`src/rtl/irq_controller.sv`:
```
// Edge-triggered interrupt controller: pending latch, mask,
// fixed-priority arbitration and an ack / end-of-interrupt handshake.
module irq_controller #(
  parameter int N_IRQ = 3,
  parameter int VEC_W = 2,
  parameter logic [N_IRQ-1:0] MASK_RST = '0
) (
  input  logic             clk,
  input  logic             reset,
  input  logic [N_IRQ-1:0] irq_in,
  input  logic             mask_we,
  input  logic [N_IRQ-1:0] mask_din,
  output logic [N_IRQ-1:0] mask_q,
  output logic             int_req,
  output logic [VEC_W-1:0] int_vector,
  input  logic             int_ack,
  input  logic             int_eoi,
  output logic [N_IRQ-1:0] pending_q,
  output logic             in_service
);

  localparam logic [1:0] S_IDLE = 2'd0;
  localparam logic [1:0] S_REQ  = 2'd1;
  localparam logic [1:0] S_SVC  = 2'd2;

  logic [1:0]       state;
  logic [N_IRQ-1:0] irq_prev;
  logic [N_IRQ-1:0] edges;
  logic [N_IRQ-1:0] eligible;
  logic [N_IRQ-1:0] clr;
  logic [VEC_W-1:0] sel;
  logic             take_ack;

  assign edges    = irq_in & ~irq_prev;
  assign eligible = pending_q & ~mask_q;
  assign take_ack = (state == S_REQ) && int_ack;
  assign int_req    = (state == S_REQ);
  assign in_service = (state == S_SVC);

  // Lowest eligible index wins; scanning downward leaves it last.
  always_comb begin
    sel = '0;
    for (int i = N_IRQ - 1; i >= 0; i--) begin
      if (eligible[i]) sel = VEC_W'(i);
    end
  end

  // Ack clears the bit of the vector being accepted.
  always_comb begin
    clr = '0;
    if (take_ack) clr = N_IRQ'(1) << int_vector;
  end

  // Edge history, pending latch (set beats clear) and mask register.
  always_ff @(posedge clk) begin
    if (!reset) begin
      irq_prev  <= '0;
      pending_q <= '0;
      mask_q    <= MASK_RST;
    end else begin
      irq_prev  <= irq_in;
      pending_q <= (pending_q & ~clr) | edges;
      if (mask_we) mask_q <= mask_din;
    end
  end

  // Request / service handshake; vector is frozen outside IDLE.
  always_ff @(posedge clk) begin
    if (!reset) begin
      state      <= S_IDLE;
      int_vector <= '0;
    end else begin
      case (state)
        S_IDLE: begin
          if (|eligible) begin
            int_vector <= sel;
            state      <= S_REQ;
          end
        end
        S_REQ: begin
          if (int_ack) state <= S_SVC;
        end
        S_SVC: begin
          if (int_eoi) state <= S_IDLE;
        end
        default: state <= S_IDLE;
      endcase
    end
  end

endmodule

```
`config.mk`:
```
export PLATFORM = sky130hd
export DESIGN_NAME = irq_controller
export DESIGN_NICKNAME = d
export VERILOG_FILES = /design/src/rtl/irq_controller.sv
export SDC_FILE = /design/constraint.sdc
export NUM_CORES = 1
export LEC_CHECK = 0
export CAP_MARGIN = 40
export CORE_MARGIN = 3
export CORE_UTILIZATION = 36
export DETAILED_ROUTE_END_ITERATION = 6
export PLACE_DENSITY = 0.71
export REMOVE_ABC_BUFFERS = 1
export SETUP_SLACK_MARGIN = 0.1
export SLEW_MARGIN = 20
export SYNTH_ARGS = -nofsm -noshare
export SYNTH_HDL_FRONTEND = slang
export SYNTH_SLANG_ARGS = --single-unit
```
`constraint.sdc`:
```
create_clock -name clk -period 0.95 [get_ports clk]
set_input_delay 0.19 -clock clk [delete_from_list [all_inputs] [get_ports clk]]
set_output_delay 0.19 -clock clk [all_outputs]
set_load 0.005 [all_outputs]
```
Word-level counts from Yosys, hierarchy flattened --
Index checks and enable logic that the tools add are counted.
Operators by class: eq/ne operators 5, shift-type cells 1, mux-type cells 8, bitwise gates (word level) 7, reductions and logical operators 5
Operator list (number):
- $mux 2 | 6
- $and 3x3->3 | 3
- $not 3->3 | 3
- $pmux 2 s3 | 1
- $ne 2x2->1 const B | 2
- $mux 3 | 1
- $or 3x3->3 | 1
- $reduce_and 3->1 | 1
- $reduce_or 3->1 | 1
- $shl 1x2->3 const A | 1
- $eq 2x1->1 const B | 1
- $eq 2x2->1 const B | 1
- $logic_not 2->1 | 1
- $ne 2x1->1 const B | 1
- $reduce_and 2->1 | 1
- $logic_and 1x1->1 | 1
Storage, ports and cells: bits in registers 13, input bits 11, output and inout port bits 10, logic and storage cells 31

Longest topological paths before layout --
Gate-level depths: netlist of the first run.
word-level depth 6, mapped depth 3

Worst setup path before layout of the first run --
No wires, ideal clock.
kind register to register, start register state[0], end register pending_q[2], data arrival time 0.813 ns, data required time 0.824 ns, setup slack 0.011 ns, stages on the path, launching flop included 4, buffers on the path 0, clock period less this slack 0.939 ns, cells stage by stage dfxtp_1 -> nand3b_4 -> o311ai_2 -> o21ai_1
Between the ends: longest elaborated chain between the ends 6
RTL lines:
- start, declared | RTL line 26 | logic [1:0] state;
- start signal, assigned | RTL line 70 | state <= S_IDLE;
- start signal, assigned | RTL line 77 | state <= S_REQ;
- start signal, assigned | RTL line 81 | if (int_ack) state <= S_SVC;
- $eq 2x1->1 | RTL line 36 | assign take_ack = (state == S_REQ) && int_ack;
- $logic_and 1x1->1 | RTL line 36
- $mux 3 | RTL line 51 | if (take_ack) clr = N_IRQ'(1) << int_vector;
- $not 3->3 | RTL line 62 | pending_q <= (pending_q & ~clr) | edges;
- $and 3x3->3 | RTL line 62
- $or 3x3->3 | RTL line 62
- end signal, assigned | RTL line 62
- end, declared | RTL line 18 | output logic [N_IRQ-1:0] pending_q,
No other way between the ends. A chain may end at the register's enable or synchronous reset.

Worst setup path after layout of the first run --
start register state[0], end output in_service
Between the ends: longest elaborated chain between the ends 1
RTL lines:
- $eq 2x2->1 | RTL line 38 | assign in_service = (state == S_SVC);
- end, declared | RTL line 19 | output logic in_service
No other way between the ends.

==> results of run 1 <==
final cells by class:
cell class | instances | area [um2] | area share
multi-input combinational | 36 | 306.5 | 0.3249
timing repair buffer | 36 | 296.5 | 0.3143
sequential | 13 | 272.8 | 0.2891
clock buffer | 4 | 26.28 | 0.02785
inverter | 6 | 22.52 | 0.02387
tap | 15 | 18.77 | 0.01989
sequential cells by signal, indices dropped and copies added, names as in the netlist:
signal      cells
int_vector      2
state           2
pending_q       3
mask_q          3
irq_prev        3
worst min-delay path, stage by stage:
cell and delay [ps]:
dlymetal6s2s_1 170, mux2i_1 100, nor2_1 70
metal layers:
| layer | up-vias | track usage | routed length (um) |
|---|---|---|---|
| met2 | 20 | 0.2837 | 760 |
| met3 | 6 | 0.07724 | 114 |
| met1 | 242 | 0.1892 | 592 |
| li1 | 271 | - | - |
| met4 | 0 | 0.07229 | 31 |
| met5 | - | 0 | 0 |
logic make-up (layout without fill, tap and decap cells):
| logic type | after synthesis | after routing | synth area share |
|---|---|---|---|
| AOI/OAI and AO/OA | 12 | 12 | 0.1643 |
| and+or+nand+nor | 21 | 21 | 0.2489 |
| muxes | 3 | 3 | 0.05634 |
| DFF | 13 | 13 | 0.4883 |
| buffers and inverters | 6 | 46 | 0.04225 |
metrics by stage:
| stage | hold WS [ps] | TNS, ps | instances |
|---|---|---|---|
| 6_report | 282.5 | -969.7 | 110 |
| 3_5_place_dp | 400.1 | -3092 | 99 |
| 3_3_place_gp | 397.3 | -2815 | 99 |
| 4_1_cts | 400.1 | -781.1 | 107 |
| 5_1_grt | 293.9 | -1497 | 110 |
| 2_1_floorplan | 302.2 | 0 | 55 |
power groups by stage:
stage / Clock [W] / Sequential (W) / Combinational [W]
2_1_floorplan: 0 / 0.000642 / 0.000103
3_3_place_gp: 0 / 0.000622 / 0.000307
3_5_place_dp: 0 / 0.000623 / 0.000314
4_1_cts: 0.000349 / 0.000616 / 0.000340
5_1_grt: 0.000381 / 0.000628 / 0.000404
6_report: 0.000340 / 0.000622 / 0.000374
cell usage in the layout (no fill, tap or decap):
cell type        Yosys  layout
buf_4                0      13
dfxtp_2              0      10
clkdlybuf4s50_1      0       9
buf_2                0       8
inv_1                6       6
buf_6                0       5
mux2i_1              3       3
nor2_1               3       3
nand2b_1             6       3
nand2_1              3       3
nand2b_4             0       3
clkbuf_4             0       3
dfxtp_1             13       3
o31ai_2              0       2
a21oi_1              3       2
and2_1               2       2
a31oi_1              2       2
nor2b_1              1       1
and2b_1              1       1
nand3b_4             1       1
o311ai_4             0       1
o21ai_1              1       1
nor2_4               0       1
a211oi_1             1       1
a21oi_2              0       1
nand4_1              1       1
nand4b_1             1       1
o21ai_0              1       1
nand3_2              0       1
o2111a_1             1       1
clkbuf_1             0       1
dlymetal6s2s_1       0       1
worst max path at each step:
stage,slack (ps),end,cells after the start
2_1_floorplan,10,pending_q[2],3
3_3_place_gp,-290,pending_q[2],4
3_5_place_dp,-340,pending_q[1],4
4_1_cts,-160,in_service,2
5_1_grt,-230,pending_q[2],4
6_report,-180,in_service,2
repair_timing:
action                                  in CTS  in global routing
gates resized for setup                     58                  7
pin swaps                                    2                  6
setup buffers                                4                  3
endpoints found under the setup margin      17                 19
==> impl.org, run 1 <==
** Yosys
- By area the synthesized netlist is led by dfxtp_1 (49%), nand2b_1 (7.0%), mux2i_1 (5.6%).
- In this run, distinct cell masters in the synthesized netlist total 22.
- For this run, the leading register cell type out of synthesis is dfxtp_1.
- After synthesis the cells add up to 533.0 um2.
- For this run, the register share of the synthesized area comes to 0.4883.
- Average instance area after synthesis :: 9.691 um2
- Yosys top cell area share :: 0.4883
- The biggest area contributor in the post-synthesis netlist is dfxtp_1.
- The cell count after synthesis came out at 55.
- The synthesized design contains 13 register bits.
- Yosys printed 0 warnings.
- Number of flops mapped to enable cells by yosys :: 0
- Most numerous cell types in the synthesized netlist :: dfxtp_1 (13), inv_1 (6), nand2b_1 (6)
- Share of synthesized registers carrying an async set or reset :: 0
- Top-count cell post-synth :: dfxtp_1

** STA
- The max-slew violation count came to 0.
- Of the available clock period, the critical path in the final layout requires 1.186.
- Based on the critical path, the design can be clocked at up to 887.9 MHz.
- Slew HR :: 0.8275
- Setup violations remaining at the end of the flow were counted as 9.
- Setup clock skew after layout :: between 10 and 15 ps
- Final worst path period need :: around 1100 ps
- Setup repair after global routing could not meet its margin everywhere.
- For the pin with the worst max-slew slack, the measured transition is 258.5 ps.
- Post-route worst setup slack :: -176.2 ps
- The number of hold violations in the final report came to 0.

** Clock network
- H-tree depth reported by CTS :: 1
- # hold bufs at CTS :: 0
- Number of clock sinks seen by CTS :: 13
- Total CTS buffers :: 3
- The later pin in the worst-skew pair is clocked with a latency of 280 ps.
- TritonCTS built the clock tree.
- Clock slew at reported path FFs :: about 80 ps
- The longest clock path from root to sink contains 2 buffers.
- Clk Tree Root Cell :: clkbuf_4

** Worst setup path
- CP Max Fanout :: 3
- Top delay family on crit path :: flip-flops
- Source of the worst register-to-register timing path :: state[1]
- The setup check on the worst reg-to-reg path leaves a slack of -170 ps.
- Highest cell delay on the worst timing path :: 350 ps
- Type of element capturing the critical path :: output port
- Walking the worst path, the cells encountered are and2b_1 > buf_2.
- Among all stages on the critical path, the largest delay is contributed by dfxtp_2.
- The critical path is of the flip-flop to output port type.
- Counting cells, the worst reg-to-reg path comes to 4.
- Startpoint type of the worst setup path :: flip-flop
- Crit path required time :: 760 ps
- In this run the critical register-to-register path is captured at pending_q[2].
- Buffer and inverter count on the worst path :: 1
- Tracing the worst setup path back leads to its startpoint at state[0].
- Arrival time at the worst endpoint :: 940 ps

** Floorplanning
- The floorplan has 13 rows.
- Measured along the y axis, the die boundary spans 44.48 um.
- Effective utilization at floorplan :: 0.3948
- The floorplan step defined a core boundary enclosing 0.001350 mm2.
- Measured along the x axis, the die boundary spans 44.48 um.
- The die covers 0.001978 mm2.
- During I/O placement, the number of pins put on the boundary was 21.

** Run
- Max-cap violations in this run came to 0.

** Placement
- HPWL after DPL :: 955 um
- Minimum setup slack after placement :: -336.0 ps
- Port Buffers :: 20
- Routability-driven placement finished with a final weighted congestion of roughly 0.76.
- Once placement finished, the instance area stood at a little over 800 um2.

** Route
- The routed layout has 539 vias.
- Initial detailed-routing violation count :: 14
- Number of design rule violations left after detail routing :: 0
- Via density per instance :: between 4 and 5
- In the final routed layout, each cell accounts on average for 13.62 um.
- Antenna-violating nets left :: 0
- Detailed-routing iteration count for the pre-antenna-repair pass :: 2
- Total Routed Length :: roughly 1.5 mm

** Power
- For this design the total switching power over the nets is 0.0003638 W.
- Dividing total power by cell area gives a power density of approximately 1400 mW/mm2.
- Logic gate share of total power :: 0.280
- Proportion of power drawn by flip-flops and latches :: 0.465
- IR analysis of the VDD net gives a maximum drop of 1.303 mV.
- The internal power of the cells totals approximately 0.00097 W.
- Of the total power, the share spent switching nets is 0.2723.
- Total Power Consumption :: 0.001336 W
- Share of power burned in the clock network :: 0.255
- Static leakage :: 0.4456 nW

** Outcome
- Violations in the final reports :: setup timing
- Result of the run :: complete, but fails checks

** Hold path
- Along the worst hold path, the cell count comes to 3.
- Hold path start :: mask_we
- The path class of the tightest hold or removal check is input pin to flip-flop.
- For hold timing, the worst endpoint is mask_q[1].

** Finish
- The finished cells cover 943.4 um2.
- Fraction of layout instances using a drive strength above 1 :: 0.5158
- Layout Area Growth over Synthesis :: 77.00%
- 0 antenna diodes ended up in the layout.
- Number of nets in the final layout :: about 110
- Final core area utilization :: 0.6988
- Fill cells in the final layout number 105.

** Global route
- Entering global routing, the biggest net connects 9 pins.
- In the global route stage, overall resource usage came out at 0.1721.
- The first global-routing pass estimated around 2.4 mm of wire.
- For this run the aggregate overflow at the end of global routing stands at 0.
- The initial antenna violation count came to 0.
- Number of global-route vias before repair :: between 500 and 600
(Power assumes the default switching activity.)
==> inputs of run 2 (changes only) <==
Settings changed: GPL_ROUTABILITY_DRIVEN from default to 0.
==> results of run 2 <==
No change in the layout: final DEF, timing and power equal those of run 1.
==> inputs of run 3 (changes only) <==
Settings changed: CTS_CLUSTER_DIAMETER from default to 80, GPL_ROUTABILITY_DRIVEN 0 to 1.
==> results of run 3 <==
No change in the layout: final DEF, timing and power equal those of run 1.
==> RTL edit: new RTL, flow settings as in run 3 <==
Change the parameter `VEC_W` from 2 to 3.
--- a/src/rtl/irq_controller.sv
+++ b/src/rtl/irq_controller.sv
@@ -3,5 +3,5 @@
 module irq_controller #(
   parameter int N_IRQ = 3,
-  parameter int VEC_W = 2,
+  parameter int VEC_W = 3,
   parameter logic [N_IRQ-1:0] MASK_RST = '0
 ) (
Interface: changed (resized int_vector); port bits go from 21 to 22. No check against the original RTL was run, so the function may have changed too.
==> RTL edit against run 3 <==
  * The run still ends with negative setup slack left
  * Power decreased by 2.6%
  * Routed wire length decreased by 12%
  * Design area decreased by 4.2%
  * Global-route usage decreased by 1.2 points
  * Clock skew decreased by 0.0097 ns
  * Synthesized cell count increased by 1.8%
  * Area after synthesis decreased by 2.3%
  * Clock power about the same
  * Worst setup slack got worse by 0.024 ns
  * First-iteration DRC count decreased by 50%
  * Sequential cell count unchanged
  * Largest power group unchanged
==> RTL edit: results (changes against run 3) <==
- The filler cell count is 115 (was 105).
- The total power came to 1.30 mW (was 1.34 mW).
- Status: finished with violations (unchanged).
- The maximum fanout encountered on the critical timing path is 4 (was 3).
- The half-perimeter wire length after placement is 950 um (was 955 um).
- The instance count after placement with tap cells included is 102 (was 99).
- The total of endpoints with negative setup slack in the final report is 8 (was 9).
- The number of vias in the routed layout came to 538 (was 539).
- The worst supply voltage drop on vdd is 0.000708 V (was 0.00130 V).
- The final cell count without fillers is 109 (was 110).
- The final estimated routing congestion in global placement came to 0.809 (was 0.759).
- The average instance area after synthesis came to 9.29 sq um (was 9.69 sq um).
- The portion of total power attributed to the clock network is 0.261 (was 0.255).
- The critical path launch point was state[1] (was state[0]).
- The placed standard-cell area was 822 sq um (was 820 sq um).
- The via count of the first global-routing pass came to 549 (was 538).
- The final critical-path setup slack is -0.200 ns (was -0.176 ns).
- The register share of total power is 0.476 (was 0.465).
- Violations in the final reports: negative setup slack (unchanged).
- The global-route wire length before repair was 2240 um (was 2390 um).
- The length of the first detailed-routing pass in iterations is 4 (was 2).
- Biggest area contributors in the synthesized netlist: sky130_fd_sc_hd__dfxtp_1 (50%), sky130_fd_sc_hd__nand2b_1 (7.2%), sky130_fd_sc_hd__mux2i_1 (5.8%) (was sky130_fd_sc_hd__dfxtp_1 (49%), sky130_fd_sc_hd__nand2b_1 (7.0%), sky130_fd_sc_hd__mux2i_1 (5.6%)).
- The buffer count from post-CTS setup fixing is 2 (was 4).
- Ranking of synthesized cells by instance count: sky130_fd_sc_hd__dfxtp_1 (13), sky130_fd_sc_hd__nand2b_1 (6), sky130_fd_sc_hd__inv_1 (5) (was sky130_fd_sc_hd__dfxtp_1 (13), sky130_fd_sc_hd__inv_1 (6), sky130_fd_sc_hd__nand2b_1 (6)).
- The overall routing resource usage is 0.160 (was 0.172).
- The sequential fraction of the synthesis area was 0.500 (was 0.488).
- The violation count after the first detailed-routing iteration came to 7 (was 14).
## RTL edit: cell count changes after synthesis, sizes merged
cell	run 3	this run
and4b	0	1
nand3	1	0
o2111a	1	0
nand4b	1	2
inv	6	5
conb	0	1
buf	0	1
## RTL edit: cell families after synthesis
kind of cell | Yosys count | share of synthesized area
mux | 3 | 0.0577
simple gates | 22 | 0.252
flops | 13 | 0.500
buf+inv | 6 | 0.0505
compound gates | 11 | 0.132
other cells | 1 | 0.00720
## RTL edit: metrics by stage
step	utilization	setup WS, ns	TNS, ns
final	0.677	-0.200	-1.01
after global routing	0.677	-0.246	-1.51
after CTS	0.652	-0.188	-1.11
after detailed placement	0.616	-0.362	-3.25
after global placement	0.616	-0.314	-3.00
after floorplan	-	0.00380	0
## RTL edit: worst min-delay path: cells and delay by family
kind                   cells  cell delay (ns)
muxes                      1             0.10
buffers and inverters      1             0.17
and+or+nand+nor            1             0.08
## RTL edit: final cells by class
class,instances,area share
sequential,13,0.302
tap,15,0.0208
multi-input combinational,37,0.296
inverter,5,0.0208
timing repair buffer,35,0.331
clock buffer,4,0.0291
## RTL edit: final timing paths
check                 endpoint  depth (start not counted)  slack (ns)
setup / recovery  pending_q[2]                          4       -0.20
hold / removal       mask_q[1]                          3        0.30
setup reg to reg  pending_q[2]                          4       -0.20
hold reg to reg   pending_q[2]                          1        0.41
## RTL edit: layer usage
| metal | up-vias | wire length, um | track usage |
|---|---|---|---|
| li1 | 270 | - | - |
| met4 | 0 | 24 | 0.0723 |
| met3 | 4 | 91 | 0.0732 |
| met1 | 247 | 533 | 0.176 |
| met2 | 17 | 661 | 0.262 |
| met5 | - | 0 | 0 |
